[config.mk]
export PLATFORM = sky130hd
export DESIGN_NAME = rr_arbiter32_flat
export DESIGN_NICKNAME = d
export VERILOG_FILES = /design/src/rtl/rr_arbiter32_pkg.sv /design/src/rtl/rr_arbiter32_if.sv /design/src/rtl/decoder5_32.sv /design/src/rtl/rr_arbiter32.sv /design/src/flat_wrapper.sv
export SDC_FILE = /design/constraint.sdc
export NUM_CORES = 1
export LEC_CHECK = 0
export ABC_AREA = 0
export BUFFER_PORTS_ARGS = -buffer_cell sky130_fd_sc_hd__buf_4
export CAP_MARGIN = 40
export CELL_PAD_IN_SITES_DETAIL_PLACEMENT = 0
export CELL_PAD_IN_SITES_GLOBAL_PLACEMENT = 1
export CORE_MARGIN = 3
export CORE_UTILIZATION = 41
export CTS_BUF_LIST = sky130_fd_sc_hd__clkbuf_8
export DETAILED_ROUTE_END_ITERATION = 16
export PLACE_DENSITY = 0.93
export SETUP_SLACK_MARGIN = 0.15
export SYNTH_ARGS = -nofsm -noshare
export SYNTH_HDL_FRONTEND = slang
export SYNTH_HIERARCHICAL = 1
export SYNTH_SLANG_ARGS = --single-unit
[constraint.sdc]
create_clock -name clk -period 6.5 [get_ports clk]
set_clock_uncertainty 0.1 [all_clocks]
set_input_delay 0.325 -clock clk [delete_from_list [all_inputs] [get_ports clk]]
set_output_delay 0.325 -clock clk [all_outputs]
set_load 0.03 [all_outputs]
[src/rtl/rr_arbiter32_pkg.sv]
// rtl/rr_arbiter32_pkg.sv - shared sizes and state encoding for the round-robin arbiter
package rr_arbiter32_pkg;

    localparam int N_REQ = 32;
    localparam int IDX_W = 5;
    localparam int CNT_W = 8;

    typedef enum logic {
        IDLE  = 1'b0,
        GRANT = 1'b1
    } state_t;

endpackage

[src/rtl/rr_arbiter32_if.sv]
// rtl/rr_arbiter32_if.sv - request/grant bundle between requesters and the arbiter
interface rr_arbiter32_if;
    import rr_arbiter32_pkg::*;

    logic [N_REQ-1:0] req;
    logic             release_req;
    logic             grant_valid;
    logic [IDX_W-1:0] grant_idx;
    logic [N_REQ-1:0] grant_onehot;
    logic [CNT_W-1:0] hold_cnt;

    modport master (
        output req,
        output release_req,
        input  grant_valid,
        input  grant_idx,
        input  grant_onehot,
        input  hold_cnt
    );

    modport slave (
        input  req,
        input  release_req,
        output grant_valid,
        output grant_idx,
        output grant_onehot,
        output hold_cnt
    );

endinterface

[src/rtl/decoder5_32.sv]
// rtl/decoder5_32.sv - 5-to-32 one-hot decoder
module decoder5_32 (
    input  logic [4:0]  idx,
    output logic [31:0] onehot
);

    assign onehot = 32'd1 << idx;

endmodule

[src/rtl/rr_arbiter32.sv]
// rtl/rr_arbiter32.sv - 32-way round-robin arbiter with bounded grant hold time
module rr_arbiter32
    import rr_arbiter32_pkg::*;
#(
    parameter int HOLD_MAX = 16
) (
    input  logic             clk,
    input  logic             rst_n,
    rr_arbiter32_if.slave    bus
);

    state_t           state, state_next;
    logic [IDX_W-1:0] ptr, ptr_next;
    logic [IDX_W-1:0] idx, idx_next;
    logic [CNT_W-1:0] cnt, cnt_next;
    logic [IDX_W-1:0] pick;
    logic [N_REQ-1:0] masked;
    logic [N_REQ-1:0] decoded;
    logic             leave;

    function automatic logic [IDX_W-1:0] lowest_set(input logic [N_REQ-1:0] v);
        logic [IDX_W-1:0] r;
        r = '0;
        for (int i = N_REQ - 1; i >= 0; i--) begin
            if (v[i]) r = IDX_W'(i);
        end
        return r;
    endfunction

    // Requests at or above ptr win; otherwise wrap to the lowest set bit overall.
    assign masked = bus.req & ({N_REQ{1'b1}} << ptr);
    assign pick   = (masked != '0) ? lowest_set(masked) : lowest_set(bus.req);
    assign leave  = bus.release_req || !bus.req[idx] || (cnt == CNT_W'(HOLD_MAX));

    always_comb begin
        state_next = state;
        ptr_next   = ptr;
        idx_next   = idx;
        cnt_next   = cnt;
        case (state)
            IDLE: begin
                if (bus.req != '0) begin
                    state_next = GRANT;
                    idx_next   = pick;
                    cnt_next   = CNT_W'(1);
                end
            end
            GRANT: begin
                if (leave) begin
                    state_next = IDLE;
                    ptr_next   = idx + IDX_W'(1);
                    idx_next   = '0;
                    cnt_next   = '0;
                end else begin
                    cnt_next   = cnt + CNT_W'(1);
                end
            end
            default: begin
                state_next = IDLE;
                idx_next   = '0;
                cnt_next   = '0;
            end
        endcase
    end

    always_ff @(posedge clk) begin
        if (!rst_n) begin
            state <= IDLE;
            ptr   <= '0;
            idx   <= '0;
            cnt   <= '0;
        end else begin
            state <= state_next;
            ptr   <= ptr_next;
            idx   <= idx_next;
            cnt   <= cnt_next;
        end
    end

    decoder5_32 u_decoder (
        .idx    (idx),
        .onehot (decoded)
    );

    assign bus.grant_valid  = (state == GRANT);
    assign bus.grant_idx    = idx;
    assign bus.grant_onehot = decoded & {N_REQ{state == GRANT}};
    assign bus.hold_cnt     = cnt;

endmodule

[src/flat_wrapper.sv]
// flat-port wrapper written by rule: the top's interface ports become plain ports
module rr_arbiter32_flat import rr_arbiter32_pkg::*;
#(
    parameter int HOLD_MAX = 16
)
  (clk, rst_n, bus_req, bus_release_req, bus_grant_valid, bus_grant_idx, bus_grant_onehot, bus_hold_cnt);
  rr_arbiter32_if bus_i ();
  input  logic clk;
  input  logic rst_n;
  input wire logic [$bits(bus_i.req)-1:0] bus_req;
  input wire logic [$bits(bus_i.release_req)-1:0] bus_release_req;
  output wire logic [$bits(bus_i.grant_valid)-1:0] bus_grant_valid;
  output wire logic [$bits(bus_i.grant_idx)-1:0] bus_grant_idx;
  output wire logic [$bits(bus_i.grant_onehot)-1:0] bus_grant_onehot;
  output wire logic [$bits(bus_i.hold_cnt)-1:0] bus_hold_cnt;
  assign bus_i.req = bus_req;
  assign bus_i.release_req = bus_release_req;
  assign bus_grant_valid = bus_i.grant_valid;
  assign bus_grant_idx = bus_i.grant_idx;
  assign bus_grant_onehot = bus_i.grant_onehot;
  assign bus_hold_cnt = bus_i.hold_cnt;
  rr_arbiter32 #(.HOLD_MAX(HOLD_MAX)) u_core (.clk(clk), .rst_n(rst_n), .bus(bus_i));
endmodule
==> results of run 1 <==
==> cells by family (layout without fill, tap and decap cells) <==
group / after synthesis / in the layout / synth area share
fa+ha+maj: 3 / 3 / 0.0131
simple gates: 221 / 221 / 0.410
xor+xnor: 3 / 3 / 0.00918
compound gates: 114 / 114 / 0.273
buf+inv: 40 / 99 / 0.0647
mux: 18 / 18 / 0.0979
flops: 19 / 19 / 0.133
==> power by group through the flow <==
stage | logic (W) | registers, W | clock network (W)
2_1_floorplan | 0.000132 | 0.000139 | 0
3_3_place_gp | 0.000178 | 0.000155 | 0
3_5_place_dp | 0.000180 | 0.000156 | 0
4_1_cts | 0.000181 | 0.000154 | 0.0000857
5_1_grt | 0.000199 | 0.000158 | 0.0000907
6_report | 0.000184 | 0.000155 | 0.0000834
==> synth_stat cells, types with 6 or more instances <==
| cell | count |
|---|---|
| sky130_fd_sc_hd__nor4_1 | 8 |
| sky130_fd_sc_hd__a31oi_1 | 9 |
| sky130_fd_sc_hd__mux4_2 | 8 |
| sky130_fd_sc_hd__nand2b_1 | 15 |
| sky130_fd_sc_hd__a21oi_1 | 27 |
| sky130_fd_sc_hd__nor2_1 | 71 |
| sky130_fd_sc_hd__nor3_1 | 9 |
| sky130_fd_sc_hd__buf_2 | 10 |
| sky130_fd_sc_hd__mux2i_1 | 10 |
| sky130_fd_sc_hd__o21ai_0 | 22 |
| sky130_fd_sc_hd__a311oi_1 | 6 |
| sky130_fd_sc_hd__inv_1 | 14 |
| sky130_fd_sc_hd__dfxtp_1 | 19 |
| sky130_fd_sc_hd__nand3_1 | 22 |
| sky130_fd_sc_hd__clkbuf_1 | 10 |
| sky130_fd_sc_hd__and2_1 | 37 |
| sky130_fd_sc_hd__nand2_1 | 19 |
| sky130_fd_sc_hd__and3_1 | 8 |
==> final timing paths <==
check | startpoint | to | slack (ns)
worst max-delay path | u_core/bus.grant_idx[0] | u_core/bus.grant_idx[1] | 3.52
worst min-delay path | rst_n | u_core/ptr[0] | 0.23
worst max register to register | u_core/bus.grant_idx[0] | u_core/bus.grant_idx[1] | 3.52
worst min register to register | u_core/bus.hold_cnt[7] | u_core/bus.hold_cnt[7] | 0.43
==> placed cells by master, fill, tap and decap left out, types with 10 or more instances in the layout <==
cell type / n
sky130_fd_sc_hd__inv_1: 14
sky130_fd_sc_hd__and2_1: 37
sky130_fd_sc_hd__nand2_1: 19
sky130_fd_sc_hd__mux2i_1: 10
sky130_fd_sc_hd__nand2b_1: 15
sky130_fd_sc_hd__buf_4: 80
sky130_fd_sc_hd__dfxtp_1: 19
sky130_fd_sc_hd__nand3_1: 22
sky130_fd_sc_hd__a21oi_1: 27
sky130_fd_sc_hd__nor2_1: 71
sky130_fd_sc_hd__o21ai_0: 22
==> stage by stage <==
stage	std cells	utilization
floorplan	418	-
global placement	566	0.525
detailed placement	566	0.525
CTS	570	0.532
global route	570	0.532
finish	570	0.532
==> worst reg2reg max path, cell delays in order, from the launching register on <==
cell,delay [ns]
sky130_fd_sc_hd__dfxtp_1,0.84
sky130_fd_sc_hd__mux4_2,0.60
sky130_fd_sc_hd__mux2i_1,0.15
sky130_fd_sc_hd__mux2i_1,0.11
sky130_fd_sc_hd__a22o_1,0.40
sky130_fd_sc_hd__nand2b_1,0.29
sky130_fd_sc_hd__a311o_1,0.38
==> registers in the layout, summed over array words and instances (netlist names) <==
signal and flops:
u_core/bus.grant_valid 1, u_core/ptr 5, u_core/bus.grant_idx 5, u_core/bus.hold_cnt 8
==> final cells by class <==
| type | count | area [um2] |
|---|---|---|
| Clock buffer | 3 | 41.3 |
| Tap cell | 93 | 116 |
| Multi-Input combinational cell | 359 | 2300 |
| Timing Repair Buffer | 80 | 601 |
| Inverter | 15 | 56.3 |
| Fill cell | 655 | 3070 |
| Sequential cell | 19 | 380 |
| Clock inverter | 1 | 5.00 |
==> per-layer routing <==
| layer | vias up | routed length, um | part of all wire |
|---|---|---|---|
| li1 | 1673 | - | - |
| met1 | 1566 | 4100 | 0.42 |
| met2 | 262 | 4320 | 0.44 |
| met3 | 34 | 1130 | 0.11 |
| met4 | 0 | 325 | 0.033 |
| met5 | - | 0 | 0 |
==> flow_summary.json, run 1 <==
{
  "cellInternalPower_w": 0.000245,
  "dr.pass1.iters": 7,
  "tritoncts.num_buffers": 3,
  "count_of_buffers_added_by_post_cts_timing_repair_for_setup": 0,
  "grtUsageMet2": 0.386,
  "path_delay_family": "multiplexers",
  "via_count_of_the_first_global_routing_pass": 3121,
  "grt_util_met1": 0.332,
  "gpl.final_weighted_congestion": 1.14,
  "io_pins": 81,
  "die_height_um": 89.6,
  "clk-insertion-delay-late_ns": 0.26,
  "finalWorstSetupSlack_ns": 3.52,
  "global_route_wire_length_before_repair_mm": 15.6,
  "critical_path_peak_fanout": 20,
  "met3_demand_to_capacity_share_in_global_routing": 0.0406,
  "yosys-top-cells-area": "sky130_fd_sc_hd__dfxtp_1 (13%), sky130_fd_sc_hd__nor2_1 (9.3%), sky130_fd_sc_hd__and2_1 (8.1%)",
  "avgSynthCellArea_um2": 6.85,
  "critPathRequiredTime_ns": 6.55,
  "placed_cell_area_mm2": 0.00345,
  "rsz0062_at_grt": "no",
  "detail_route.vias_per_cell": 6.20,
  "fin_tns_setup_ns": 0,
  "clk_pin_slew_ns": 0.07,
  "antennaDiodeCount": 0,
  "edff_count_synth": 0,
  "cp_num_buf_inv": 0,
  "clkPwrFrac": 0.198,
  "holdBufCountCts": 0,
  "synth_async_sr_flop_share": 0,
  "cp_data_arrival_time_ns": 3.03,
  "switching_share": 0.419,
  "groute.usage.overall": 0.242,
  "power_w": 0.000422,
  "layout-drive-gt1-share": 0.226,
  "hold_depth": 2,
  "globalRoute.totalOverflow": 0,
  "port_buffers": 80,
  "report.final.setup_viol": 0,
  "dpl.hpwl_mm": 7.47,
  "root_buffer": "sky130_fd_sc_hd__clkbuf_8",
  "synthesized_net_count": 456,
  "tritoncts": "built",
  "crit_path_max_incr_delay_ns": 0.84,
  "yosys_warnings": 6,
  "cts.htree.levels": 1,
  "place_worst_setup_slack_ns": 3.56,
  "synth_top_area_frac": 0.133,
  "holdCritPathClass": "input pin to flip-flop",
  "cellPowerDensity_mw_per_mm2": 121,
  "cts-resized-gates": 0,
  "switching_power_w": 0.000177,
  "floorplan.die_area_mm2": 0.00802,
  "slowest_stage": "sky130_fd_sc_hd__dfxtp_1",
  "synth_cell_type_count": 71,
  "max_slew_headroom": 0.386,
  "grt.busiest_layer": "met2",
  "cp_common_cell": "sky130_fd_sc_hd__mux2i_1",
  "mappedNetlistArea_mm2": 0.00286,
  "r2r.worst_path.cells": 6,
  "initial_core_util": 0.436,
  "detail_route.iter0.violations": 438,
  "postSynth.topFlopCell": "sky130_fd_sc_hd__dfxtp_1",
  "post_route_hold_slack_ns": 0.227,
  "clock_path_buffers": 2,
  "cap_viol_max_count": 0,
  "slew_violations": 0,
  "crit_path_end_kind": "flip-flop",
  "number_of_core_rows": 29,
  "via_count_of_the_routed_design": 3535,
  "static-leakage-power_nw": 1.38,
  "drt-total-wl_mm": 9.88,
  "ir_worst_vdd_v": 0.0000768,
  "tmin_final_ns": 2.98,
  "placeableCoreArea_mm2": 0.00657,
  "combPwrFrac": 0.436,
  "sequentialPowerShare": 0.367,
  "postRouteAntennaNets": 0,
  "drcViolationCount": 0,
  "clock.fmax_ghz": 0.336,
  "final_area_mm2": 0.00350,
  "worstSetupPathType": "flip-flop to flip-flop",
  "maximum_number_of_pins_on_one_net_before_global_route_repair": 41,
  "critical_path.cell_chain": "mux4_2 -> mux2i_1 -> mux2i_1 -> a22o_1 -> nand2b_1 -> a311o_1",
  "finalCritPeriodShare": 0.458,
  "finalHoldViolCount": 0,
  "post_synth_inst_count": 418,
  "timing_worst_slew_pin_value_ns": 0.920,
  "syn_to_final_growth_pct": 22.2,
  "route.detailed.wl_per_inst_um": 17.3,
  "synth_largest_area_cell": "sky130_fd_sc_hd__dfxtp_1",
  "result_of_the_run": "finished, final reports clean",
  "timing.critical_path.from_type": "flip-flop",
  "cp_num_cells": 6,
  "ff_latch_count_synth": 19,
  "dieWidth_um": 89.6,
  "antenna_found_initial": 0,
  "num-nets-final": 516,
  "clock-sinks": 19,
  "synth_seq_area_share": 0.133
}
No activity file was read; power rests on OpenSTA's default activity.
==> run 2: changes to the inputs <==
- CORE_UTILIZATION: 41 -> 34
- PLACE_DENSITY: 0.93 -> 0.83
- clock period: 6.5 -> 2.65 ns (I/O delays scaled with it)
==> flow_summary.json, run 2 (synthesis gave the netlist of run 1 again) <==
{
  "result_of_the_run": "finished, final reports clean",
  "max_slew_headroom": 0.651,
  "clkPwrFrac": 0.192,
  "final_core_utilization": 0.463,
  "root_buffer": "sky130_fd_sc_hd__clkbuf_8",
  "cts.htree.levels": 1,
  "slew_violations": 0,
  "fin_tns_setup_ns": 0,
  "finalHoldViolCount": 0,
  "worst_r2r_startpoint": "u_core/ptr[3]",
  "global_route_wire_length_before_repair_mm": 17.3,
  "combPwrFrac": 0.492,
  "placeableCoreArea_mm2": 0.00797,
  "critical_path_peak_fanout": 10,
  "drt-total-wl_mm": 10.8,
  "largest_register_ff_count": 8,
  "initial_core_util": 0.359,
  "detail_route.iter0.violations": 287,
  "worstSetupPathType": "flip-flop to flip-flop",
  "layout.cells.most_common": "sky130_fd_sc_hd__buf_4",
  "rsz0062_at_grt": "no",
  "number_of_core_rows": 32,
  "dr.pass1.iters": 5,
  "cellPowerDensity_mw_per_mm2": 294,
  "tritoncts": "built",
  "dpl.hpwl_mm": 8.51,
  "clk_pin_slew_ns": 0.08,
  "port_buffers": 80,
  "cap_viol_max_count": 0,
  "num-nets-final": 537,
  "clock_path_buffers": 2,
  "timing.critical_path.from_type": "flip-flop",
  "switching_share": 0.417,
  "final_area_mm2": 0.00369,
  "switching_power_w": 0.000453,
  "finalCritPeriodShare": 0.907,
  "clk-insertion-delay-late_ns": 0.26,
  "crit_path_end_kind": "flip-flop",
  "antennaDiodeCount": 0,
  "io_pins": 81,
  "via_count_of_the_routed_design": 3636,
  "count_of_buffers_added_by_post_cts_timing_repair_for_setup": 0,
  "worstSetupStartpoint": "u_core/ptr[3]",
  "antenna_found_initial": 0,
  "finalWorstSetupSlack_ns": 0.248,
  "groute.usage.overall": 0.217,
  "cellInternalPower_w": 0.000632,
  "drcViolationCount": 0,
  "critPathRequiredTime_ns": 2.75,
  "globalRoute.totalOverflow": 0,
  "clock.fmax_ghz": 0.416,
  "gpl.final_weighted_congestion": 1.04,
  "via_count_of_the_first_global_routing_pass": 3352,
  "ir_worst_vdd_v": 0.000141,
  "clock-sinks": 19,
  "sequentialPowerShare": 0.317,
  "route.detailed.wl_per_inst_um": 17.9,
  "postRouteAntennaNets": 0,
  "report.final.setup_viol": 0,
  "die_height_um": 97.8,
  "place_worst_setup_slack_ns": 0.0804,
  "holdCritPathClass": "input pin to flip-flop",
  "static-leakage-power_nw": 1.49,
  "tmin_final_ns": 2.40,
  "maximum_number_of_pins_on_one_net_before_global_route_repair": 34,
  "layout-drive-gt1-share": 0.277,
  "tritoncts.num_buffers": 3,
  "dieWidth_um": 97.8,
  "holdBufCountCts": 0,
  "placed_cell_area_mm2": 0.00362,
  "layout.cells.most_common_list": "sky130_fd_sc_hd__buf_4 (101), sky130_fd_sc_hd__nor2_1 (71), sky130_fd_sc_hd__and2_1 (37)",
  "cp_data_arrival_time_ns": 2.50,
  "syn_to_final_growth_pct": 28.9,
  "detail_route.vias_per_cell": 6.06,
  "timing_worst_slew_pin_value_ns": 0.519,
  "hold_start": "rst_n",
  "floorplan.die_area_mm2": 0.00956
}
## run 2: changes by cell type in the layout (fill, tap and decap cells not counted)
cell	delta
sky130_fd_sc_hd__dfxtp_2	+5
sky130_fd_sc_hd__nor4_1	-1
sky130_fd_sc_hd__o311ai_0	-1
sky130_fd_sc_hd__o311ai_1	+1
sky130_fd_sc_hd__buf_4	+21
sky130_fd_sc_hd__dfxtp_4	+3
sky130_fd_sc_hd__nor4_2	+1
sky130_fd_sc_hd__dfxtp_1	-8
## run 2: area by class of cell
type	instances	area, um2
Clock inverter	1	5.00
Timing Repair Buffer	101	758
Tap cell	102	128
Sequential cell	19	398
Clock buffer	3	41.3
Multi-Input combinational cell	359	2300
Inverter	15	56.3
Fill cell	832	4280
## run 2: final timing paths
path | endpoint | cells after the start | slack, ns
hold / removal | u_core/ptr[0] | 2 | 0.04
hold reg to reg | u_core/bus.hold_cnt[7] | 1 | 0.43
setup reg to reg | u_core/bus.grant_idx[0] | 7 | 0.25
setup / recovery | u_core/bus.grant_idx[0] | 7 | 0.25
## run 2: worst max-delay path, cell delays in order (launching register included)
cell and delay [ns]:
sky130_fd_sc_hd__dfxtp_2 0.48, sky130_fd_sc_hd__inv_1 0.14, sky130_fd_sc_hd__o211a_1 0.30, sky130_fd_sc_hd__a211o_1 0.32
sky130_fd_sc_hd__nor3_2 0.19, sky130_fd_sc_hd__nand4_2 0.16, sky130_fd_sc_hd__or4_1 0.55, sky130_fd_sc_hd__nand3_1 0.09
## run 2: metal layers
metal | track usage | vias to the layer above | wire length, um
met5 | 0 | - | 0
met4 | 0.0639 | 0 | 271
met3 | 0.0200 | 29 | 720
li1 | - | 1709 | -
met2 | 0.360 | 187 | 5070
met1 | 0.300 | 1711 | 4700
## run 2: power groups by stage
stage | Clock (W) | Combinational (W) | Sequential, W
floorplan | 0 | 0.000325 | 0.000343
global placement | 0 | 0.000520 | 0.000347
detailed placement | 0 | 0.000523 | 0.000349
CTS | 0.000210 | 0.000524 | 0.000343
global route | 0.000225 | 0.000578 | 0.000347
finish | 0.000208 | 0.000533 | 0.000343
## run 2: repair_timing
item	CTS	global route
setup endpoints to repair	2	2
gates resized for setup	5	5
pin swaps	0	0
## run 2: per-stage QoR
stage                     hold slack [ns]  total power, W  std cells
after global routing               0.0390         0.00115        600
after global placement              0.300        0.000867        596
after detailed placement            0.310        0.000872        596
after CTS                          0.0362         0.00108        600
after floorplan                     0.154        0.000668        418
final                              0.0383         0.00108        600
==> run 3: changes to the inputs <==
- CORE_UTILIZATION: 34 -> 38
- PLACE_DENSITY: 0.83 -> 0.87
- clock period: 2.65 -> 2.3 ns (I/O delays scaled with it)
==> flow_summary.json, run 3 (synthesis gave the netlist of run 1 again) <==
{
  "clk-insertion-delay-late_ns": 0.25,
  "cellPowerDensity_mw_per_mm2": 329,
  "clock-sinks": 19,
  "crit_path_end_kind": "flip-flop",
  "via_count_of_the_first_global_routing_pass": 3481,
  "finalHoldViolCount": 0,
  "cts.htree.levels": 1,
  "holdCritPathClass": "input pin to flip-flop",
  "clock_path_buffers": 2,
  "clk_pin_slew_ns": 0.07,
  "rsz0062_at_grt": "yes",
  "drt-total-wl_mm": 10.6,
  "clkPwrFrac": 0.171,
  "detail_route.vias_per_cell": 6.01,
  "fillers": 751,
  "syn_to_final_growth_pct": 41.2,
  "tmin_final_ns": 2.26,
  "die_height_um": 92.8,
  "cap_viol_max_count": 0,
  "final_core_utilization": 0.554,
  "num-nets-final": 572,
  "result_of_the_run": "finished, final reports clean",
  "timing_worst_slew_pin_value_ns": 0.444,
  "dr.pass1.iters": 5,
  "cp_data_arrival_time_ns": 2.29,
  "hold_start": "rst_n",
  "critPathRequiredTime_ns": 2.33,
  "number_of_core_rows": 31,
  "combPwrFrac": 0.540,
  "floorplan.die_area_mm2": 0.00861,
  "groute.usage.overall": 0.238,
  "postRouteAntennaNets": 0,
  "worstSetupStartpoint": "u_core/bus.grant_idx[0]",
  "ir_worst_vdd_v": 0.000155,
  "worstSetupPathType": "flip-flop to flip-flop",
  "antennaDiodeCount": 0,
  "antenna_found_initial": 0,
  "switching_share": 0.405,
  "slew_violations": 0,
  "placeableCoreArea_mm2": 0.00729,
  "worst_r2r_startpoint": "u_core/bus.grant_idx[0]",
  "root_buffer": "sky130_fd_sc_hd__clkbuf_8",
  "tritoncts": "built",
  "tritoncts.num_buffers": 3,
  "report.final.setup_viol": 0,
  "dieWidth_um": 92.8,
  "sequentialPowerShare": 0.289,
  "fin_tns_setup_ns": 0,
  "layout.cells.most_common_list": "sky130_fd_sc_hd__buf_4 (134), sky130_fd_sc_hd__nor2_1 (69), sky130_fd_sc_hd__and2_1 (37)",
  "timing.critical_path.from_type": "flip-flop",
  "via_count_of_the_routed_design": 3798,
  "static-leakage-power_nw": 1.67,
  "sequential_cell_area_um2": 403,
  "largest_register_ff_count": 8,
  "multiInputGateArea_mm2": 0.00238,
  "drcViolationCount": 0,
  "port_buffers": 80,
  "maximum_number_of_pins_on_one_net_before_global_route_repair": 34,
  "layout-drive-gt1-share": 0.349,
  "initial_core_util": 0.393,
  "final-instance-count-excl-fill": 632,
  "finalCritPeriodShare": 0.981,
  "layout.cells.most_common": "sky130_fd_sc_hd__buf_4",
  "cellInternalPower_w": 0.000790,
  "switching_power_w": 0.000538,
  "dpl.hpwl_mm": 8.46,
  "gpl.final_weighted_congestion": 0.979,
  "global_route_wire_length_before_repair_mm": 16.8,
  "route.detailed.wl_per_inst_um": 16.8,
  "dp.cells": 625,
  "globalRoute.totalOverflow": 0,
  "detail_route.iter0.violations": 243,
  "max_slew_headroom": 0.703,
  "critical_path_peak_fanout": 5,
  "clock.fmax_ghz": 0.443,
  "io_pins": 81,
  "holdBufCountCts": 0
}
run 3: cell count changes in the layout (fill, tap and decap cells not counted), sizes merged:
cell / delta
inv: +1
clkinv: -1
buf: +35
run 3: layout make-up:
cell class / count / area share
flip-flops and latches: 19 / 0.0997
well taps: 99 / 0.0307
clock buffers: 3 / 0.0102
multi-input cells: 359 / 0.590
inverters: 15 / 0.0139
clock inverters: 1 / 0.000929
repair buffers: 136 / 0.254
run 3: layer usage:
metal | wire length [um] | part of all wire | GRT usage
met1 | 4470 | 0.42 | 0.304
met2 | 4950 | 0.47 | 0.404
met3 | 835 | 0.079 | 0.0309
met4 | 367 | 0.035 | 0.0928
met5 | 0 | 0 | 0
run 3: power groups by stage:
stage | clock (W) | combinational [W] | sequential, W
after floorplan | 0 | 0.000384 | 0.000398
after global routing | 0.000247 | 0.000767 | 0.000388
after global placement | 0 | 0.000656 | 0.000389
after CTS | 0.000230 | 0.000689 | 0.000385
final | 0.000227 | 0.000718 | 0.000384
after detailed placement | 0 | 0.000666 | 0.000391
run 3: path summary, 6_finish.rpt:
kind | end | cells after the start | slack, ns
worst max register to register | u_core/bus.grant_idx[0] | 8 | 0.04
worst min-delay path | u_core/ptr[0] | 2 | 0.04
worst min register to register | u_core/bus.hold_cnt[3] | 1 | 0.46
worst max-delay path | u_core/bus.grant_idx[0] | 8 | 0.04
run 3: timing repair:
action                                  4_1_cts  5_1_grt
pin swaps                                     1        1
gates resized for setup                      12       13
endpoints found under the hold margin         0        0
buffers inserted                              1        2
endpoints found under the setup margin       10       18
run 3: critical path, cell delays in order (launching register included):
cell and delay [ns]:
sky130_fd_sc_hd__dfxtp_4 0.40, sky130_fd_sc_hd__buf_4 0.14, sky130_fd_sc_hd__mux4_2 0.48, sky130_fd_sc_hd__mux2i_1 0.17
sky130_fd_sc_hd__mux2i_1 0.13, sky130_fd_sc_hd__a22o_1 0.23, sky130_fd_sc_hd__nand2b_4 0.17, sky130_fd_sc_hd__a32oi_1 0.21
sky130_fd_sc_hd__nand3_1 0.11
run 3: through the flow:
step | hold WS [ns] | power, W | worst slack [ns] | area, um2
final | 0.0447 | 0.00133 | 0.0435 | 4040
after global routing | 0.0374 | 0.00140 | 0.0118 | 4040
after CTS | 0.0461 | 0.00130 | 0.104 | 3980
after detailed placement | 0.309 | 0.00106 | -0.0417 | 3880
after global placement | 0.304 | 0.00104 | 0.0243 | 3880
after floorplan | 0.137 | 0.000782 | 0.0491 | 2910
